===== config.mk =====
export PLATFORM = sky130hd
export DESIGN_NAME = flp_adder_align
export DESIGN_NICKNAME = d
export VERILOG_FILES = /design/src/rtl/flp_adder_align.sv
export SDC_FILE = /design/constraint.sdc
export NUM_CORES = 1
export LEC_CHECK = 0
export BUFFER_PORTS_ARGS = -buffer_cell sky130_fd_sc_hd__buf_4
export CAP_MARGIN = 20
export CORE_MARGIN = 3
export CORE_UTILIZATION = 30
export CTS_CLUSTER_SIZE = 20
export DETAILED_ROUTE_END_ITERATION = 7
export GPL_ROUTABILITY_DRIVEN = 1
export HOLD_SLACK_MARGIN = 0.02
export PLACE_DENSITY = 0.47
export SETUP_SLACK_MARGIN = 0.05
export SYNTH_ARGS = -nofsm -noshare
export SYNTH_HDL_FRONTEND = slang
export SYNTH_SLANG_ARGS = --single-unit

===== constraint.sdc =====
create_clock -name clk -period 7.25 [get_ports clk]
set_clock_uncertainty 0.1 [all_clocks]
set_input_delay 1.45 -clock clk [delete_from_list [all_inputs] [get_ports clk]]
set_output_delay 1.45 -clock clk [all_outputs]
set_load 0.02 [all_outputs]

===== src/rtl/flp_adder_align.sv =====
// flp_adder_align: front half of the pipelined FP adder; swaps so b is the larger operand and aligns a.
// Denormal handling is enabled with FLP_ALIGN_DENORM_EN; otherwise exponent-0 operands are flushed to zero.
`ifdef SINGLE_PRECISION
`undef EXPONENT_BITS
`undef SIGNIFICANT_BITS
`undef OVERALL_BITS
`define EXPONENT_BITS 8
`define SIGNIFICANT_BITS 23
`endif
`ifndef EXPONENT_BITS
`define EXPONENT_BITS 8
`endif
`ifndef SIGNIFICANT_BITS
`define SIGNIFICANT_BITS 23
`endif
`ifndef OVERALL_BITS
`define OVERALL_BITS (1 + `EXPONENT_BITS + `SIGNIFICANT_BITS)
`endif
module flp_adder_align (
   input  logic                         clk,
   input  logic                         rst,
   input  logic                         data_valid,
   input  logic [`OVERALL_BITS-1:0]     operand_a,
   input  logic [`OVERALL_BITS-1:0]     operand_b,
   input  logic                         subtract,
   output logic                         data_valid_2DP,
   output logic                         sign_result_2DP,
   output logic                         signs_equal_2DP,
   output logic                         bit_shifted_out_2DP,
   output logic                         denorm_underflow_2DP,
   output logic [`EXPONENT_BITS-1:0]    exponent_b_2DP,
   output logic [`SIGNIFICANT_BITS:0]   significant_b_2DP,
   output logic [`SIGNIFICANT_BITS:0]   denorm_significant_a_2DP
);
   localparam int E = `EXPONENT_BITS;
   localparam int S = `SIGNIFICANT_BITS;
   logic         sign_a, sign_b, swap;
   logic [E-1:0] exp_a, exp_b, eff_a, eff_b;
   logic [S-1:0] frac_a, frac_b;
   logic         v1, sign1, eq1;
   logic [E-1:0] exp1, diff1;
   logic [S:0]   sig_b1, sig_a1;
   logic [S+1:0] ext;
   logic         uf;
   assign sign_a = operand_a[S+E];
   assign sign_b = operand_b[S+E] ^ subtract;
   assign exp_a  = operand_a[S+:E];
   assign exp_b  = operand_b[S+:E];
`ifdef FLP_ALIGN_DENORM_EN
   assign frac_a = operand_a[S-1:0];
   assign frac_b = operand_b[S-1:0];
`else
   assign frac_a = exp_a == '0 ? '0 : operand_a[S-1:0];
   assign frac_b = exp_b == '0 ? '0 : operand_b[S-1:0];
`endif
   assign eff_a = exp_a == '0 ? E'(1) : exp_a;
   assign eff_b = exp_b == '0 ? E'(1) : exp_b;
   // ties send operand_a to the b slot
   assign swap  = {exp_a, frac_a} >= {exp_b, frac_b};
   // the extra low bit catches the guard bit, and is zero when no shift happens
   assign ext = {sig_a1, 1'b0} >> diff1;
`ifdef FLP_ALIGN_DENORM_EN
   assign uf = 32'(diff1) >= S + 1;
`else
   // a flushed zero has nothing to shift out
   assign uf = 32'(diff1) >= S + 1 && sig_a1 != '0;
`endif
   always_ff @(posedge clk or posedge rst) begin
      if (rst) begin
         v1                       <= 1'b0;
         sign1                    <= 1'b0;
         eq1                      <= 1'b0;
         exp1                     <= '0;
         diff1                    <= '0;
         sig_b1                   <= '0;
         sig_a1                   <= '0;
         data_valid_2DP           <= 1'b0;
         sign_result_2DP          <= 1'b0;
         signs_equal_2DP          <= 1'b0;
         bit_shifted_out_2DP      <= 1'b0;
         denorm_underflow_2DP     <= 1'b0;
         exponent_b_2DP           <= '0;
         significant_b_2DP        <= '0;
         denorm_significant_a_2DP <= '0;
      end else begin
         v1                       <= data_valid;
         sign1                    <= swap ? sign_a : sign_b;
         eq1                      <= sign_a == sign_b;
         exp1                     <= swap ? exp_a : exp_b;
         diff1                    <= swap ? eff_a - eff_b : eff_b - eff_a;
         sig_b1                   <= swap ? {exp_a != '0, frac_a} : {exp_b != '0, frac_b};
         sig_a1                   <= swap ? {exp_b != '0, frac_b} : {exp_a != '0, frac_a};
         data_valid_2DP           <= v1;
         sign_result_2DP          <= sign1;
         signs_equal_2DP          <= eq1;
         bit_shifted_out_2DP      <= !uf && ext[0];
         denorm_underflow_2DP     <= uf;
         exponent_b_2DP           <= exp1;
         significant_b_2DP        <= sig_b1;
         denorm_significant_a_2DP <= uf ? '0 : ext[S+1:1];
      end
   end
endmodule


==> results of run 1 <==
synthesized netlist by cell type, types with 22 or more instances:
library cell  instances
o31ai_1              24
inv_1                29
ha_1                 45
and2_1               24
nor2_1               44
clkbuf_1             41
o21ai_1              67
nand2_1             101
dfrtp_1             128
a21oi_1              31
mux2i_1              22
worst max-delay path: stages:
cell,delay [ns]
buf_4,0.14
nor4_1,0.48
nand2_1,0.66
and2_1,0.45
ha_1,0.28
nand2b_1,0.14
a311o_1,0.38
a2111oi_4,0.37
a21oi_4,0.16
buf_4,0.29
or3b_1,0.43
and3_1,0.19
a211oi_2,0.20
metal layers:
layer | vias to the layer above | global-route usage (%)
met5 | - | 0
met4 | 0 | 4.670
met3 | 18 | 3.452
met2 | 127 | 22.58
met1 | 2563 | 22.16
li1 | 2749 | -
logic make-up (layout without fill, tap and decap cells):
group | after synthesis | after routing | share of synthesized area (%)
and+or+nand+nor | 230 | 230 | 15.43
AOI/OAI and AO/OA | 187 | 187 | 16.77
DFF | 128 | 128 | 45.98
buffers and inverters | 88 | 198 | 5.118
adders and majority gates | 47 | 47 | 8.657
muxes | 43 | 43 | 7.040
xor gates and xnor gates | 8 | 8 | 1.006
state kept, by name, summed over array words and instances (netlist names):
| name | count |
|---|---|
| signs_equal_2DP | 1 |
| data_valid_2DP | 1 |
| denorm_underflow_2DP | 1 |
| significant_b_2DP | 24 |
| sign1 | 1 |
| eq1 | 1 |
| diff1 | 8 |
| denorm_significant_a_2DP | 24 |
| v1 | 1 |
| exp1 | 8 |
| bit_shifted_out_2DP | 1 |
| sig_b1 | 24 |
| sign_result_2DP | 1 |
| exponent_b_2DP | 8 |
| sig_a1 | 24 |
through the flow:
stage	util, %	hold WS (ns)
5_1_grt	38.34	0.2524
3_5_place_dp	35.73	0.2356
6_report	38.34	0.2454
3_3_place_gp	35.73	0.2322
2_1_floorplan	-	0.2312
4_1_cts	38.34	0.2487
final timing paths:
kind	startpoint	end	slack (ns)	depth (start not counted)
setup / recovery	operand_b[24]	diff1[7]$_DFF_PP0_	1.83	13
hold / removal	sig_b1[2]$_DFF_PP0_	significant_b_2DP[2]$_DFF_PP0_	0.25	0
setup reg to reg	sig_a1[0]$_DFF_PP0_	denorm_significant_a_2DP[0]$_DFF_PP0_	4.45	7
hold reg to reg	sig_b1[2]$_DFF_PP0_	significant_b_2DP[2]$_DFF_PP0_	0.25	0
max in group asynchronous	rst	sig_b1[22]$_DFF_PP0_	4.72	3
min in group asynchronous	rst	v1$_DFF_PP0_	0.97	2
where the power goes:
| group | switching, mW | internal, mW |
|---|---|---|
| registers | 0.0600 | 0.799 |
| clock network | 0.337 | 0.520 |
| logic | 0.339 | 0.229 |
| total | 0.736 | 1.55 |
cell type report:
type                       instances  area, sq um  area share [%]
timing repair buffer             135         1013           11.64
clock inverter                    14        153.9           1.768
inverter                          31        121.4           1.394
multi-input combinational        515         3420           39.27
clock buffer                      18        439.2           5.044
tap                              285        356.6           4.095
sequential                       128         3203           36.79
==> results.md, run 1 <==
- CP arrival: 5.65 ns
- Dominant cell type by area after synthesis: dfrtp_1
- Post-synthesis cell type count: 62
- Placement Rows: 55
- Nets: around 940
- Total Wirelength: ~18000 um
- Core ar.: 22710 sq um
- Top sig layer: met4
- Fin Setup TNS: 0 ns
- Total Power: about 2.3 mW
- Final Worst Setup Slack: ~1.8 ns
- Slew HR: 31.27%
- Setup-failing EPs final: 0
- Initial antenna violation count: 0
- Dpl cell area: approximately 8000 sq um
- Clk sinks: ~130
- CP Max Fanout: 41
- Worst-margin pin slew: roughly 1.0 ns
- IO Port Bufs: between 100 and 150
- Via Count: around 5500
- Yosys top cell area share: 45.98%
- Top FF cell, synth: dfrtp_1
- Crit end category: flop
- Starting density of the core: between 30% and 40%
- Synthesized instance count: 731
- Post-CTS Setup Inserts: 0
- Unrepaired setup endpoints after global routing: false
- Fraction of layout cells with a size suffix above 1: about 22%
- Placed cell count: approximately 1100
- Top cells by area, synth: dfrtp_1, ha_1, nand2_1
- Total gr overflow: 0
- Post_cts resized: 0
- Wire per inst: about 16 um
- Tmin final: ~5.4 ns
- ANT cells: 0
- CTS buffer count: 17
- Tot GR Track Use: between 10% and 20%
- Final ANT Viol Nets: 0
- CP Class: in2reg
- Cell Area, Synth: 6967 sq um
- CTS root buffer: clkbuf_16
- Worst setup SP type: input pin
- Peak Freq: approximately 180 MHz
- Warnings, synthesis: 0
- DR WL met3: between 700 and 800 um
- CTS Buffer Depth: 2
- Full die area: 25090 sq um
- GPL Wtd Cong: between 0.7 and 0.8
- Number of I/O pins: 129
- Syn_area_per_cell: ~9.5 sq um
- Worst EP required: approximately 7.5 ns
- Net Count, Synth: 846
- Post-synth ARST share: between 90% and 100%
- Sequential element share of the synthesized area: between 40% and 50%
- Period utilization: 74.75%
- Outcome: finished clean
- Post-synth EDFFs: 0
- Peak VDD IR: around 0.00015 V
- Global-route wire length before repair: 29730 um
- Post-DR vias/cell: just under 5
- Leading cell type in the layout, fill and taps excluded: buf_4
- Pre-CTS setup slack: ~1.3 ns
- Hold Buf Count CTS: 0
- H-tree depth: 4
- Die height: ~160 um
- Final Hold Violating Endpoints: 0
- Vias in the first global route: between 5000 and 6000
- LEAKAGE: 4.028 nW
- Fin. max-slew vios: 0
- First DRT Iteration DRCs: between 300 and 400
- Largest net degree at the start of global routing: between 70 and 80
- Area growth from synthesis to layout: 24.98%
- Commonest non-fill, non-tap cells in the layout: buf_4, dfrtp_1, nand2_1
- Drt pass-1 iters: 4
- Flops & latches, synth: around 130
- M1 wire length: between 9000 and 10000 um
- Reg clk slew, reported paths: about 0.060 ns
- Post-route cell area: between 8000 and 9000 sq um
- Clk Latency, worst-skew pair: 0.42 ns
- Hold Crit Class: reg2reg
- Post-DP HPWL: between 10000 and 15000 um
- Fillers: about 2400
- Die Wd: approximately 160 um
- PD cells: 262.4 nW/um^2
- CTS tree: built
- Max-cap violations: 0
- Routed length on met2: slightly below 8000 um
- Final Non-Filler Cells: between 1000 and 1500
- DRC Markers: 0
Power figures use the tool's default switching activity.
==> run 2: changes to the inputs <==
--- a/config.mk
+++ b/config.mk
@@ -5,6 +5,7 @@
 export SDC_FILE = /design/constraint.sdc
 export NUM_CORES = 1
 export LEC_CHECK = 0
+export ABC_AREA = 1
 export BUFFER_PORTS_ARGS = -buffer_cell sky130_fd_sc_hd__buf_4
 export CAP_MARGIN = 20
 export CORE_MARGIN = 3
@@ -13,7 +14,7 @@
 export DETAILED_ROUTE_END_ITERATION = 7
 export GPL_ROUTABILITY_DRIVEN = 1
 export HOLD_SLACK_MARGIN = 0.02
-export PLACE_DENSITY = 0.47
+export PLACE_DENSITY = 0.49
 export SETUP_SLACK_MARGIN = 0.05
 export SYNTH_ARGS = -nofsm -noshare
 export SYNTH_HDL_FRONTEND = slang
==> constraint.sdc (replaced) <==
create_clock -name clk -period 4.7 [get_ports clk]
set_clock_uncertainty 0.1 [all_clocks]
set_input_delay 0.94 -clock clk [delete_from_list [all_inputs] [get_ports clk]]
set_output_delay 0.94 -clock clk [all_outputs]
set_load 0.02 [all_outputs]
==> run 2 against run 1 <==
Non-clock buffer count shrank 1. Flip-flop and latch count unchanged. Clock-buffer cell count unchanged. Clock power increased by 67%. Critical endpoint is now sig_a1[2]$_DFF_PP0_.
==> results.md, run 2 <==
- Outcome: finished clean
- Max-cap violations: 0
- Final ANT Viol Nets: 0
- Clk Latency, worst-skew pair: around 0.42 ns
- Fin Setup TNS: 0 ns
- Sequential Power Share: a little over a third
- Cell Area, Synth: 7686 sq um
- Slowest cell on crit path: inv_1
- H-tree depth: 4
- Post-synthesis cell type count: 35
- CTS root buffer: clkbuf_16
- Compound-cell area share of the yosys netlist: just under 3%
- Nets: about 1200
- CP Max Fanout: 37
- Buf/Inv on CP: 4
- Clock Power Share: a little under two fifths
- CP Class: in2reg
- Main combinational cell family by area after synthesis: simple AND/OR/NAND/NOR gates
- Die Wd: about 170 um
- Area growth from synthesis to layout: 21.55%
- Top FF cell, synth: dfrtp_1
- Mux cell area share after synthesis: 0%
- Global-route wire length before repair: 35310 um
- Largest net degree at the start of global routing: 66
- Placement Rows: 57
- Die height: between 150 and 200 um
- PD cells: 410.5 nW/um^2
- IO Port Bufs: between 100 and 150
- Top cells by area, synth: dfrtp_1, nand3_1, nand2_1
- Full die area: about 28000 sq um
- Worst-margin pin slew: roughly 0.99 ns
- Post-CTS Setup Inserts: 0
- DR WL met3: 1166 um
- Sw Share: 34.48%
- CTS tree: built
- Syn_area_per_cell: between 7 and 8 sq um
- Leading cell type in the layout, fill and taps excluded: nand2_1
- Worst EP required: slightly below 5 ns
- Crit end category: flop
- Period utilization: between 70 and 80%
- Unrepaired setup endpoints after global routing: false
- Worst setup SP type: input pin
- Logic gate share of total power: ~27%
- Warnings, synthesis: 0
- Slew HR: roughly 34%
- Dominant cell type by area after synthesis: dfrtp_1
- Final Hold Violating Endpoints: 0
- Initial antenna violation count: 0
- Synth top cells by count: nand2_1, nand3_1, dfrtp_1
- Drt pass-1 iters: 5
- CTS Buffer Depth: 2
- Hold Crit Class: reg2reg
- CP arrival: 3.96 ns
- Tmin final: 3.703 ns
- Core ar.: between 20000 and 25000 sq um
- Top sig layer: met4
- Peak Freq: around 270 MHz
- Fin util: between 30% and 40%
- Post-Synth Adder-Cell Area: under 10%
- Via Count: between 6000 and 7000
- Post-synth ARST share: between 90% and 100%
- Post_cts resized: 0
- Net Count, Synth: 1089
- Fraction of layout cells with a size suffix above 1: 19.57%
- GPL Wtd Cong: approximately 0.85
- Synthesized instance count: just under 1000
- Fillers: 2576
- Worst path cell trace: buf_4 -> inv_1 -> nand4_1 -> nor2_1 -> inv_1 -> nand2_1 -> ha_1 -> nand2_1 -> nor2_2 -> nand3_1 -> nor2_1 -> nor2_1 -> nand2_1 -> nand2_2 -> nand2_4 -> buf_12 -> nand2_1 -> nand2_1
- Commonest non-fill, non-tap cells in the layout: nand2_1, nand3_1, buf_4
- Hold slack: ~0.25 ns
- Total gr overflow: 0
- Number of I/O pins: between 100 and 150
- Clk sinks: 128
- Post-DR vias/cell: 4.696
- Wire per inst: around 15 um
- M1 wire length: about 11000 um
- Yosys top cell area share: a little over two fifths
- LEAKAGE: approximately 5.0 nW
- P_sw: between 1 and 1.5 mW
- Vias in the first global route: approximately 6500
- Internal power: around 2.5 mW
- Synth Area in Simple Gates: a little over a third
- Post-DP HPWL: approximately 16000 um
- DRC Markers: 0
- Setup-failing EPs final: 0
- Hold Buf Count CTS: 0
- Starting density of the core: a little under a third
- Reg clk slew, reported paths: ~0.060 ns
- First DRT Iteration DRCs: 460
- Most common cell in the netlist: nand2_1
- Fin. max-slew vios: 0
- Routed length on met2: 9434 um
- Peak VDD IR: 0.0002045 V
- ANT cells: 0
- Flops & latches, synth: between 100 and 150
- Tot GR Track Use: ~16%
- Most common cell type on the critical path: nand2_1
- Post-synth EDFFs: 0
- XOR/XNOR Fraction of Synth Area: ~1.6%
- Total Wirelength: between 20000 and 25000 um
- Sequential element share of the synthesized area: 41.67%
- Crit path largest cell delay: 0.58 ns
- CTS buffer count: 17
- Largest delay share family, worst path: simple AND/OR/NAND/NOR gates
run 2: cell count changes after synthesis, moves of 10 or more:
cell      previous run  this run
and2_1              24         0
buf_6                0        16
clkbuf_1            41        23
inv_1               29        93
mux2_1              12         0
mux2i_1             22         0
nand2_1            101       249
nand3_1              9       209
nand3_2              0        33
nor2_1              44        69
nor4_1              10         0
o21ai_1             67         2
o31ai_1             24         0
run 2: through the flow:
stage          cell area, sq um  cells  worst slack (ns)  power [mW]
3_5_place_dp               8708   1370            0.5741       2.425
4_1_cts                    9343   1402            0.9986       3.879
6_report                   9343   1402            0.9967       3.835
2_1_floorplan              7686    974            0.2474       2.099
3_3_place_gp               8708   1370            0.6235       2.428
5_1_grt                    9343   1402            0.7026       4.064
run 2: kinds of logic (layout without fill, tap and decap cells):
family          Yosys count  after routing
xor+xnor                 14             14
buf+inv                 159            263
compound gates           41             41
simple gates            585            585
fa+ha+maj                47             47
flops                   128            128
run 2: power by group through the flow:
stage	clock (mW)	sequential [mW]	combinational (mW)
finish	1.43	1.38	1.03
global route	1.51	1.40	1.15
CTS	1.47	1.38	1.03
detailed placement	0	1.40	1.03
global placement	0	1.40	1.03
floorplan	0	1.40	0.700
run 2: area by class of cell:
type | instances | area, sq um | area share, %
Clock buffer | 18 | 429.2 | 4.594
Clock inverter | 14 | 205.2 | 2.196
Inverter | 97 | 369.1 | 3.951
Multi-Input combinational cell | 687 | 3687 | 39.47
Sequential cell | 128 | 3203 | 34.28
Tap cell | 324 | 405.4 | 4.339
Timing Repair Buffer | 134 | 1044 | 11.17
run 2: worst paths after layout:
kind,from,end,slack [ns],cells past startpoint
worst max-delay path,operand_b[24],sig_a1[2]$_DFF_PP0_,1.0,18
worst min-delay path,exp1[5]$_DFF_PP0_,exponent_b_2DP[5]$_DFF_PP0_,0.25,0
worst max register to register,diff1[3]$_DFF_PP0_,denorm_significant_a_2DP[21]$_DFF_PP0_,1.70,7
worst min register to register,exp1[5]$_DFF_PP0_,exponent_b_2DP[5]$_DFF_PP0_,0.25,0
max in group asynchronous,rst,significant_b_2DP[20]$_DFF_PP0_,3.12,3
min in group asynchronous,rst,exp1[6]$_DFF_PP0_,0.51,2
run 2: per-layer routing:
metal  vias to the layer above  track usage, %
li1                       3313               -
met5                         -               0
met2                       197           23.77
met3                        35           3.690
met4                         0           5.389
met1                      3039           22.67
run 2: worst register-to-register path: cells and delay by family (launching register included):
family / cells / cell delay [ns]
AO/OA/AOI/OAI: 1 / 0.37
buffers and inverters: 2 / 0.97
flip-flops: 1 / 0.96
AND/OR/NAND/NOR: 4 / 0.43
==> run 3: changes to the inputs <==
--- a/config.mk
+++ b/config.mk
@@ -14,7 +14,7 @@
 export DETAILED_ROUTE_END_ITERATION = 7
 export GPL_ROUTABILITY_DRIVEN = 1
 export HOLD_SLACK_MARGIN = 0.02
-export PLACE_DENSITY = 0.49
+export PLACE_DENSITY = 0.47
 export SETUP_SLACK_MARGIN = 0.05
 export SYNTH_ARGS = -nofsm -noshare
 export SYNTH_HDL_FRONTEND = slang
==> constraint.sdc (replaced) <==
create_clock -name clk -period 3.5 [get_ports clk]
set_clock_uncertainty 0.1 [all_clocks]
set_input_delay 0.7 -clock clk [delete_from_list [all_inputs] [get_ports clk]]
set_output_delay 0.7 -clock clk [all_outputs]
set_load 0.02 [all_outputs]
==> run 3 against run 2 <==
Via count increased by 2.3%. Register-to-register slack got worse by 0.68 ns. Non-clock buffer count increased by 18. Flip-flop and latch count unchanged. Critical path depth increased by 1. Global-route usage increased by 0.27 points. Critical endpoint is now sig_a1[1]$_DFF_PP0_. Largest power group unchanged.
==> results.md, run 3 (synthesized netlist as in run 2, its figures left out) <==
- Outcome: finished clean
- Most common cell type on the critical path: nand2_1
- Final ANT Viol Nets: 0
- Post-DR vias/cell: around 4.7
- Unrepaired setup endpoints after global routing: false
- Post-CTS Setup Inserts: 0
- GPL Wtd Cong: between 0.8 and 0.9
- Dpl cell area: a little under 9000 sq um
- Tot GR Track Use: between 10% and 20%
- Peak VDD IR: 0.0002520 V
- CP Class: in2reg
- Commonest non-fill, non-tap cells in the layout: nand2_1, nand3_1, buf_4
- Hold Path Depth: 0
- Hold Buf Count CTS: 0
- Drt pass-1 iters: 5
- CTS Buffer Depth: 2
- Number of I/O pins: around 130
- Worst EP required: around 3.7 ns
- Global-route wire length before repair: ~36000 um
- Largest net degree at the start of global routing: 63
- Nets: 1198
- CTS root buffer: clkbuf_16
- Worst reg2reg setup slack: ~1.0 ns
- ANT cells: 0
- First DRT Iteration DRCs: between 500 and 600
- CTS buffer count: 17
- Sw Share: approximately 34%
- Post_cts resized: 0
- Setup-failing EPs final: 0
- Leading cell type in the layout, fill and taps excluded: nand2_1
- Reg2reg end: denorm_significant_a_2DP[19]$_DFF_PP0_
- Fin Setup TNS: 0 ns
- Core ar.: between 20000 and 25000 sq um
- Post-DP HPWL: between 15000 and 20000 um
- Slew HR: ~44%
- Wire per inst: 15.48 um
- Clock Power Share: 37.5%
- Sequential Power Share: between 30 and 40%
- Die height: roughly 170 um
- Die Wd: roughly 170 um
- Full die area: roughly 28000 sq um
- Area growth from synthesis to layout: 24.21%
- Worst Reg-to-Reg Cells: 5
- CTS tree: built
- Period utilization: between 80 and 90%
- H-tree depth: 4
- Total Wirelength: around 22000 um
- Worst path cell trace: buf_4 -> inv_1 -> nand4_1 -> nor2_1 -> inv_1 -> buf_4 -> nand2_1 -> ha_1 -> nand2_1 -> nor2_1 -> nand2_1 -> nor2_1 -> nand3b_1 -> nand2_1 -> nor2_4 -> buf_4 -> buf_12 -> nand3_2 -> nand2_1
- Logic gate share of total power: approximately 28%
- Crit end category: flop
- Initial antenna violation count: 0
- Peak Freq: approximately 330 MHz
- Slowest cell on crit path: nor2_1
- IO Port Bufs: around 130
- Max-cap violations: 0
- Hold slack: 0.2453 ns
- CP arrival: between 3 and 4 ns
- R2R Path Start: diff1[2]$_DFF_PP0_
- Clk Latency, worst-skew pair: 0.42 ns
- Hold Crit Class: reg2reg
- Starting density of the core: a little under a third
- DRC Markers: 0
- PD cells: between 500 and 600 nW/um^2
- Clk sinks: approximately 130
- Worst Hold Path EP: significant_b_2DP[21]$_DFF_PP0_
- Worst setup SP type: input pin
- P_sw: 1.781 mW
- Internal power: 3.467 mW
- Hold Crit Start: sig_b1[21]$_DFF_PP0_
- Placement Rows: 57
- LEAKAGE: slightly above 5 nW
- Final Worst Setup Slack: 0.4650 ns
- Post-route cell area: ~9500 sq um
- Total gr overflow: 0
- Pre-CTS setup slack: 0.07460 ns
- Vias in the first global route: 6754
- Fraction of layout cells with a size suffix above 1: a little over a fifth
- Fin. max-slew vios: 0
- Crit path largest cell delay: 0.24 ns
- Worst-margin pin slew: 0.8393 ns
- CP Max Fanout: 20
- Reg clk slew, reported paths: 0.06 ns
- Tmin final: slightly above 3 ns
- Final Hold Violating Endpoints: 0
- Via Count: approximately 6700
-- run 3: cell types whose count changed in the layout (fill, tap and decap cells not counted) --
cell and delta:
bufinv_16 +1, clkinv_2 +3, buf_4 +13, buf_12 +5
clkbuf_1 -1, inv_8 -1, inv_6 -3, nor2_1 -1
nor2_2 +1
-- run 3: cell type report --
cell class | count | area, sq um
Clock buffer | 17 | 425.4
Multi-Input combinational cell | 687 | 3690
Tap cell | 324 | 405.4
Clock inverter | 14 | 214.0
Timing Repair Buffer | 152 | 1241
Sequential cell | 128 | 3203
Fill cell | 2586 | 15200
Inverter | 97 | 367.9
-- run 3: per-layer routing --
| layer | vias up | global-route usage [%] | wire length, um |
|---|---|---|---|
| li1 | 3355 | - | - |
| met1 | 3151 | 22.25 | 10400 |
| met2 | 200 | 25.89 | 10130 |
| met3 | 29 | 2.856 | 1014 |
| met4 | 0 | 5.280 | 428 |
| met5 | - | 0 | 0 |
-- run 3: how the worst max path moves through the flow --
stage                   from              endpoint  slack, ns  depth (start not counted)
2_1_floorplan  operand_a[30]    diff1[4]$_DFF_PP0_       0.66                         17
3_3_place_gp   operand_b[30]   sig_b1[9]$_DFF_PP0_       0.15                         19
3_5_place_dp   operand_b[27]  sig_a1[18]$_DFF_PP0_       0.07                         18
4_1_cts        operand_b[27]   sig_a1[1]$_DFF_PP0_       0.51                         19
5_1_grt        operand_b[27]   sig_a1[1]$_DFF_PP0_       0.25                         18
6_report       operand_b[27]   sig_a1[1]$_DFF_PP0_       0.47                         19
-- run 3: power groups by stage --
stage | logic [mW] | registers [mW] | clock network (mW)
2_1_floorplan | 0.941 | 1.88 | 0
3_3_place_gp | 1.46 | 1.85 | 0
3_5_place_dp | 1.46 | 1.84 | 0
4_1_cts | 1.47 | 1.82 | 2.01
5_1_grt | 1.64 | 1.84 | 2.07
6_report | 1.46 | 1.82 | 1.97
-- run 3: per-stage QoR --
step / utilization (%) / power (mW) / std cells
global placement: 35.99 / 3.310 / 1388
global route: 38.58 / 5.555 / 1419
floorplan: - / 2.819 / 974
CTS: 38.58 / 5.295 / 1419
detailed placement: 35.99 / 3.304 / 1388
finish: 38.58 / 5.248 / 1419
-- run 3: critical path: cells and delay by family --
| kind | cells | cell delay (ns) |
|---|---|---|
| and+or+nand+nor | 12 | 1.38 |
| buffers and inverters | 6 | 1.00 |
| adders and majority gates | 1 | 0.15 |
